==> config.mk <==
export PLATFORM = sky130hd
export DESIGN_NAME = imm_encoder
export DESIGN_NICKNAME = d
export VERILOG_FILES = /design/src/rtl/imm_encoder_pkg.sv /design/src/rtl/imm_encoder_rol32.sv /design/src/rtl/imm_encoder.sv
export SDC_FILE = /design/constraint.sdc
export NUM_CORES = 1
export LEC_CHECK = 0
export CORE_MARGIN = 8
export CORE_UTILIZATION = 55
export CTS_CLUSTER_SIZE = 40
export DETAILED_ROUTE_END_ITERATION = 8
export PLACE_DENSITY = 0.91
export SLEW_MARGIN = 20
export SYNTH_ARGS = -nofsm -noshare
export SYNTH_HDL_FRONTEND = slang
export SYNTH_SLANG_ARGS = --single-unit
==> constraint.sdc <==
create_clock -name clk_i -period 3.8 [get_ports clk_i]
set_input_delay 0.38 -clock clk_i [delete_from_list [all_inputs] [get_ports clk_i]]
set_output_delay 0.38 -clock clk_i [all_outputs]
set_load 0.005 [all_outputs]
==> src/rtl/imm_encoder_pkg.sv <==
// Purpose: shared immediate-format and encoder-state typedefs plus the single-cycle format encoder.
// Latency: n/a (types and a pure function).
// Backpressure: n/a.
package imm_encoder_pkg;

    // Immediate format selector, shared with the extend decoder.
    typedef enum logic [1:0] {
        IMM8     = 2'b00,
        IMM12    = 2'b01,
        BRANCH24 = 2'b10,
        ROT8     = 2'b11
    } imm_src_t;

    typedef enum logic [1:0] {
        IDLE   = 2'b00,
        SEARCH = 2'b01,
        FINISH = 2'b10
    } state_t;

    // Last rotation tried before the search gives up.
    localparam logic [3:0] ROT_MAX = 4'd15;

    typedef struct packed {
        logic        ok;
        logic [23:0] field;
    } enc_t;

    // Encoding for the formats that need no search. Non-encodable values
    // always yield a zero field.
    function automatic enc_t simple_encode(input logic [31:0] v, input imm_src_t src);
        enc_t e;
        e = '0;
        case (src)
            IMM8: begin
                if (v[31:8] == 24'd0) begin
                    e.ok    = 1'b1;
                    e.field = {16'd0, v[7:0]};
                end
            end
            IMM12: begin
                if (v[31:12] == 20'd0) begin
                    e.ok    = 1'b1;
                    e.field = {12'd0, v[11:0]};
                end
            end
            BRANCH24: begin
                // Word-aligned, and the top bits must be a sign extension of bit 25.
                if ((v[1:0] == 2'b00) && (v[31:25] == {7{v[25]}})) begin
                    e.ok    = 1'b1;
                    e.field = v[25:2];
                end
            end
            default: e = '0;
        endcase
        return e;
    endfunction

endpackage

==> src/rtl/imm_encoder_rol32.sv <==
// Purpose: combinational 32-bit rotate-left by a 5-bit amount (rotated-imm8 search datapath).
// Latency: 0 cycles, purely combinational.
// Backpressure: none.
// Ports: din (32) value, amt (5) rotate amount, dout (32) rotated value.
module rol32 (
    input  logic [31:0] din,
    input  logic [4:0]  amt,
    output logic [31:0] dout
);

    // Shifting the doubled word left makes the upper half the rotated value.
    logic [63:0] dbl;

    assign dbl  = {din, din} << amt;
    assign dout = dbl[63:32];

endmodule

==> src/rtl/imm_encoder.sv <==
// Purpose: encode a 32-bit constant into an instruction immediate field (8/12-bit, branch24, rotated imm8).
// Latency: 1 cycle for simple formats; k+2 cycles for rotated imm8 matching at rotation k (17 worst case).
// Backpressure: start_i is only accepted in IDLE (busy_o low); starts while busy are dropped.
// Ports: clk_i, rst_ni (async active-low); start_i/value_i/imm_src_i request;
//        busy_o, done_o (1-cycle pulse), ok_o and field_o (held until the next done_o).
module imm_encoder
    import imm_encoder_pkg::*;
(
    input  logic        clk_i,
    input  logic        rst_ni,
    input  logic        start_i,
    input  logic [31:0] value_i,
    input  logic [1:0]  imm_src_i,
    output logic        busy_o,
    output logic        done_o,
    output logic        ok_o,
    output logic [23:0] field_o
);

    state_t      state;
    logic [31:0] value_q;
    logic [3:0]  rot_q;
    logic [31:0] rot_val;
    enc_t        simple_enc;

    // Rotate by twice the rotation index, the same amount the decoder undoes.
    rol32 u_rol32 (
        .din  (value_q),
        .amt  ({rot_q, 1'b0}),
        .dout (rot_val)
    );

    assign simple_enc = simple_encode(value_i, imm_src_t'(imm_src_i));

    always_ff @(posedge clk_i or negedge rst_ni) begin
        if (!rst_ni) begin
            state   <= IDLE;
            value_q <= 32'd0;
            rot_q   <= 4'd0;
            busy_o  <= 1'b0;
            done_o  <= 1'b0;
            ok_o    <= 1'b0;
            field_o <= 24'd0;
        end else begin
            case (state)
                IDLE: begin
                    done_o <= 1'b0;
                    if (start_i) begin
                        value_q <= value_i;
                        rot_q   <= 4'd0;
                        busy_o  <= 1'b1;
                        if (imm_src_i == ROT8) begin
                            state <= SEARCH;
                        end else begin
                            // Simple formats resolve directly from the request inputs,
                            // so the result is ready in the first cycle after start.
                            state   <= FINISH;
                            done_o  <= 1'b1;
                            ok_o    <= simple_enc.ok;
                            field_o <= simple_enc.field;
                        end
                    end
                end
                SEARCH: begin
                    // Rotations are tried in increasing order, so the first hit is the smallest.
                    if (rot_val[31:8] == 24'd0) begin
                        state   <= FINISH;
                        done_o  <= 1'b1;
                        ok_o    <= 1'b1;
                        field_o <= {12'd0, rot_q, rot_val[7:0]};
                    end else if (rot_q == ROT_MAX) begin
                        state   <= FINISH;
                        done_o  <= 1'b1;
                        ok_o    <= 1'b0;
                        field_o <= 24'd0;
                    end else begin
                        rot_q <= rot_q + 4'd1;
                    end
                end
                FINISH: begin
                    state  <= IDLE;
                    done_o <= 1'b0;
                    busy_o <= 1'b0;
                    rot_q  <= 4'd0;
                end
                default: begin
                    state  <= IDLE;
                    done_o <= 1'b0;
                    busy_o <= 1'b0;
                end
            endcase
        end
    end

endmodule

### Word level (Yosys, flattened, before mapping)

Cells that the tools add are included.

* register bits: 65
* input port bits: 37
* output and inout bits: 27
* word-level logic and storage cells: 66

* $add $sub $neg: 1
* eq/ne operators: 12
* shifts and indexed selects: 1
* mux-type cells: 30
* bitwise operators: 1
* reduce and logical (&&, ||, !) cells: 14

Operator list (number)
* $mux 24: 4
* $mux 25: 3
* $pmux 25 s3: 1
* $shl 64x5->64: 1
* $logic_not 24->1: 2
* $pmux 24 s2: 1
* $logic_not 20->1: 1
* $mux 4: 3
* $pmux 4 s3: 1
* $mux 1: 9
* $mux 2: 4
* $ne 2x2->1 const B: 4
* $reduce_and 4->1: 2
* $eq 2x2->1 const B: 3
* $eq 6x6->1: 1
* $logic_not 2->1: 3
* $pmux 1 s2: 3
* $reduce_and 2->1: 3
* $add 4x1->4 const B: 1
* $eq 2x1->1 const B: 2
* $eq 4x4->1 const B: 1
* $pmux 2 s2: 1
* $ne 3x3->1 const B: 1
* $reduce_bool 3->1: 1
* 3 further kinds: 3

### Logic depth before layout (Yosys ltp)

* word-level depth: 7
* depth in mapped cells: 12
* mapped depth without buffers: 7

### By module

A second synthesis with hierarchy kept.

* cell total of the unflattened synthesis: 337
* area total of the unflattened synthesis: 4802.1 µm²

By module, submodules not included
* imm_encoder: times used 1, cells each 221, area an instance 2852.7 µm², seq. area each 1626.6 µm²
* rol32: times used 1, cells each 116, area an instance 1949.4 µm², seq. area each 0.0 µm²

### Worst setup path after synthesis

OpenSTA, ideal clock, no wires.

* path kind: reg-to-reg
* start: register rot_q[1]
* end: register ok_o
* arrival time: 2851 ps
* required time: 3673 ps
* slack: 821 ps
* cell stages (with the launch flop): 12
* path buffers: 4
* period minus slack after synthesis: 2979 ps
* cells stage by stage: dfrtp_1 -> buf_2 -> buf_2 -> buf_1 -> mux4_2 -> nor4_1 -> mux2i_1 -> o22a_1 -> a211oi_2 -> o21a_1 -> buf_6 -> mux2_1

* cells in the longest elaborated chain, start to end: 4
* elaborated cells between the ends (all ways): 7
* those cells by class: eq/ne (2); shift (1); mux (2); reduce/logical (2)

Ends and longest elaborated chain
* start: declaration: line imm_encoder.sv:22 `logic [3:0] rot_q;`
* start signal: assignment: line imm_encoder.sv:77 `rot_q <= rot_q + 4'd1;`
* $shl 64x5->64: line imm_encoder_rol32.sv:14 `assign dbl = {din, din} << amt;`
* $logic_not 24->1: line imm_encoder.sv:66 `if (rot_val[31:8] == 24'd0) begin`
* $ne 3x3->1 (no line) or $mux 1 (tied branches)
* $reduce_and 4->1 (no line) or $pmux 1 s2 (tied branches)
* end signal: assignment: line imm_encoder.sv:59 `ok_o <= simple_enc.ok;`
* end: declaration: line imm_encoder.sv:16 `output logic ok_o,`

Several ways; a longest one is shown, not always the timed one.
A chain may end at the register's enable or synchronous reset.

### Worst setup path in the final report

* start: register rot_q[1]
* end: register field_o[7]

* cells in the longest elaborated chain, start to end: 4
* elaborated cells between the ends (all ways): 7
* those cells by class: eq/ne (2); shift (1); mux (2); reduce/logical (2)

Ends and longest elaborated chain
* $shl 64x5->64: line imm_encoder_rol32.sv:14
* $logic_not 24->1: line imm_encoder.sv:66
* $ne 3x3->1 (no line) or $mux 24 (tied branches)
* $reduce_and 4->1 (no line) or $pmux 24 s2 (tied branches)
* end signal: assignment: line imm_encoder.sv:60 `field_o <= simple_enc.field;`
* end signal: assignment: line imm_encoder.sv:70 `field_o <= {12'd0, rot_q, rot_val[7:0]};`
* end: declaration: line imm_encoder.sv:17 `output logic [23:0] field_o`

Several ways; a longest one is shown, not always the timed one.

==> impl_metrics.ini <==
[outcome]
status = complete, no violations

[clocking]
cts_tree = done
numCtsBuffers = 9
post-cts-setup-buffer-count = 0
clockBufferDepth = 2
cts-root-buf = clkbuf_8
clk_pin_slew_ns = 0.09
h-tree-depth = 3
postCtsResizedCells = 0
ctsHoldBuffers = 0
clk_latency_ns = 0.37
cts_sinks = 65

[pwr]
p_per_area_nw_per_um2 = 701.4
leakagePower_nw = 1.864
peakVddDrop_mv = 0.3923
p_seq_share_pct = 34.8
p_sw_share_pct = 37.90
power_switching_mw = 1.362
power.internal_mw = 2.231
p_clk_share_pct = 20.9
comb_power_share_pct = 44.3

[synth]
synthDistinctLibCells = 43
synth-seq-cells = 65
synth_top_area_share_pct = 39.10
synth.area.top_cells = dfrtp_1 39%, mux4_2 22%, mux2_2 8.7%
synth_area_sq_um = 4160
yosysWarnings = 0
netlist_instances = 351
syn_nets = 389
yosysSeqAreaShare_pct = 39.10
yosys.area.top_type = dfrtp_1
avgSynthCellArea_sq_um = 11.85

[detailed_routing]
num_vias = 3469
drt_iter0_drc = 295
viasPerCell = 6.723
drt-wirelength-per-cell_microns = 22.54
first_pass_iters = 5
ant_nets = 0
routed_wl_mm = 11.63
drc = 0

[sta]
finalHoldViolCount = 0
fin_tns_setup_ns = 0
setup_viol = 0
finalCriticalPeriod_ns = 3.536
maxSlewViolCount = 0
finalCritPeriodShare_pct = 93.05
worst_pin_slew_ns = 0.8728
max_freq_mhz = 282.8
skew_ns = 0.02080
max_slew_margin_pct = 41.81
rsz0062_at_grt = false

[global_route]
antenna_found_initial = 0
grt_start_max_net_pins = 36
track_usage_pct = 23.25
gr-total-overflow = 0
grt_pass1_vias = 3430
grt_pass1_wl_mm = 18.56

[setup_path]
crit_type = reg -> reg
cp_slowest_cell = dfrtp_1
worstSetupEndpointType = flop
crit_start = rot_q[1]$_DFFE_PN0P_
path_cells = buf_4 -> mux4_2 -> nor4_1 -> mux2i_1 -> o22a_1 -> a211oi_2 -> o21a_1 -> buf_4 -> mux2i_1
r2r_cells = 9
cp.buffers_inverters = 2
cp_max_fo = 23
cpPeakStageDelay_ns = 0.92
path_delay_family = flip-flops
r2r_start = rot_q[1]$_DFFE_PN0P_
startpoint_type = flop
reg2reg_slack_ns = 0.26
critPathRequiredTime_ns = 4.08
reg2reg_to = field_o[7]$_DFFE_PN0P_
worstPathArrival_ns = 3.82

[placed_design]
gp_congestion = 1.035
port_buffers = 63
placedCellCount = 500
dp_hpwl_mm = 8.710

[cells_and_area]
final_cell_mix = 64 x dfrtp_1, 62 x clkdlybuf4s50_1, 40 x mux4_2, 32 x mux2_2, 29 x inv_1
drive_gt1_share_pct = 26.14
n_antenna_cell = 0
fin_cells = 516
n_fill_cell = 531
final_common_cell = dfrtp_1
area.sequential_sq_um = 1628
nets = 450
syn2layout_area_growth_pct = 23.13
multiInputGateArea_sq_um = 2282

[die]
core_sq_um = 7292
placement_rows = 31
start_util_pct = 57.05
dieWidth_microns = 103.0
die_h_microns = 103.0
pin_count = 64
die_area_sq_um = 10600

[flow_run]
drv_cap = 0

[hold_path]
holdCritPathClass = in -> async
-- layer usage --
layer  wire length [microns]  share of wire [%]  GRT usage, %  vias to the layer above
met5                       0                  0             0                        -
met4                     333                2.9         10.12                        0
met3                    1138                9.8         5.942                       39
met2                    5612                 48         35.88                      215
met1                    4548                 39         30.31                     1732
li1                        -                  -             -                     1483
-- power by group through the flow --
stage	clock, mW	combinational, mW	sequential (mW)
2_1_floorplan	0	1.27	1.07
5_1_grt	0.780	1.68	1.28
3_5_place_dp	0	1.56	1.24
4_1_cts	0.757	1.57	1.23
3_3_place_gp	0	1.52	1.22
6_report	0.752	1.59	1.25
-- worst max-delay path by stage --
stage,end,depth (start not counted)
finish,field_o[7]$_DFFE_PN0P_,9
global route,field_o[4]$_DFFE_PN0P_,9
CTS,field_o[6]$_DFFE_PN0P_,9
detailed placement,field_o[7]$_DFFE_PN0P_,9
global placement,field_o[1]$_DFFE_PN0P_,9
floorplan,ok_o$_DFFE_PN0P_,11
-- kinds of logic after synthesis --
group,count (synthesis),share of synthesized area [%]
multiplexers,88,34.20
AND/OR/NAND/NOR,82,10.68
flip-flops,65,39.10
AO/OA/AOI/OAI,59,9.473
buffers and inverters,56,6.255
adder cells (fa/ha/maj),1,0.3007
-- sequential cells by signal (all words and copies together) (netlist names) --
| signal | cells |
|---|---|
| busy_o | 1 |
| done_o | 1 |
| field_o | 24 |
| ok_o | 1 |
| rot_q | 4 |
| state | 2 |
| value_q | 32 |
-- cell type report --
cell class,count,area share [%]
clock buffer,9,2.418
clock inverter,7,2.443
inverter,29,2.125
multi-input combinational,230,44.55
tap,99,2.418
sequential,65,31.78
timing repair buffer,77,14.26
-- cell usage after synthesis (all sizes together) --
master / instances
mux4: 40
nand4: 14
nor2: 20
a21oi: 3
nand3b: 1
nand2: 9
ha: 1
o22ai: 3
mux2i: 15
a31oi: 12
or4: 7
dfrtp: 65
nor3: 7
o2111ai: 2
or2: 3
o22a: 1
o21a: 3
mux2: 33
nand2b: 1
o211ai: 2
o31a: 1
inv: 29
nand3: 5
nor2b: 1
nand4b: 1
a211oi: 3
o2bb2ai: 1
a2111oi: 1
o21ai: 14
nor4: 9
a22oi: 12
clkbuf: 14
buf: 13
nor3b: 3
and4: 1
a21o: 1
-- worst reg2reg max path: stages (launching register included) --
cell	delay, ns
dfrtp_1	0.92
buf_4	0.31
mux4_2	0.34
nor4_1	0.57
mux2i_1	0.14
o22a_1	0.25
a211oi_2	0.26
o21a_1	0.21
buf_4	0.23
mux2i_1	0.22
-- stage by stage --
step	setup WS [ns]	cell area, sq um	hold slack, ns	utilization (%)	total power, mW
after floorplan	0.8215	4160	0.08441	-	2.346
after global placement	0.4495	4873	0.4843	66.83	2.738
after detailed placement	0.3520	4873	0.4840	66.83	2.805
after CTS	0.3330	5122	0.1158	70.25	3.555
after global routing	0.03135	5122	0.1657	70.25	3.739
final	0.2642	5122	0.08432	70.25	3.593
No activity file was read; power rests on OpenSTA's default activity.
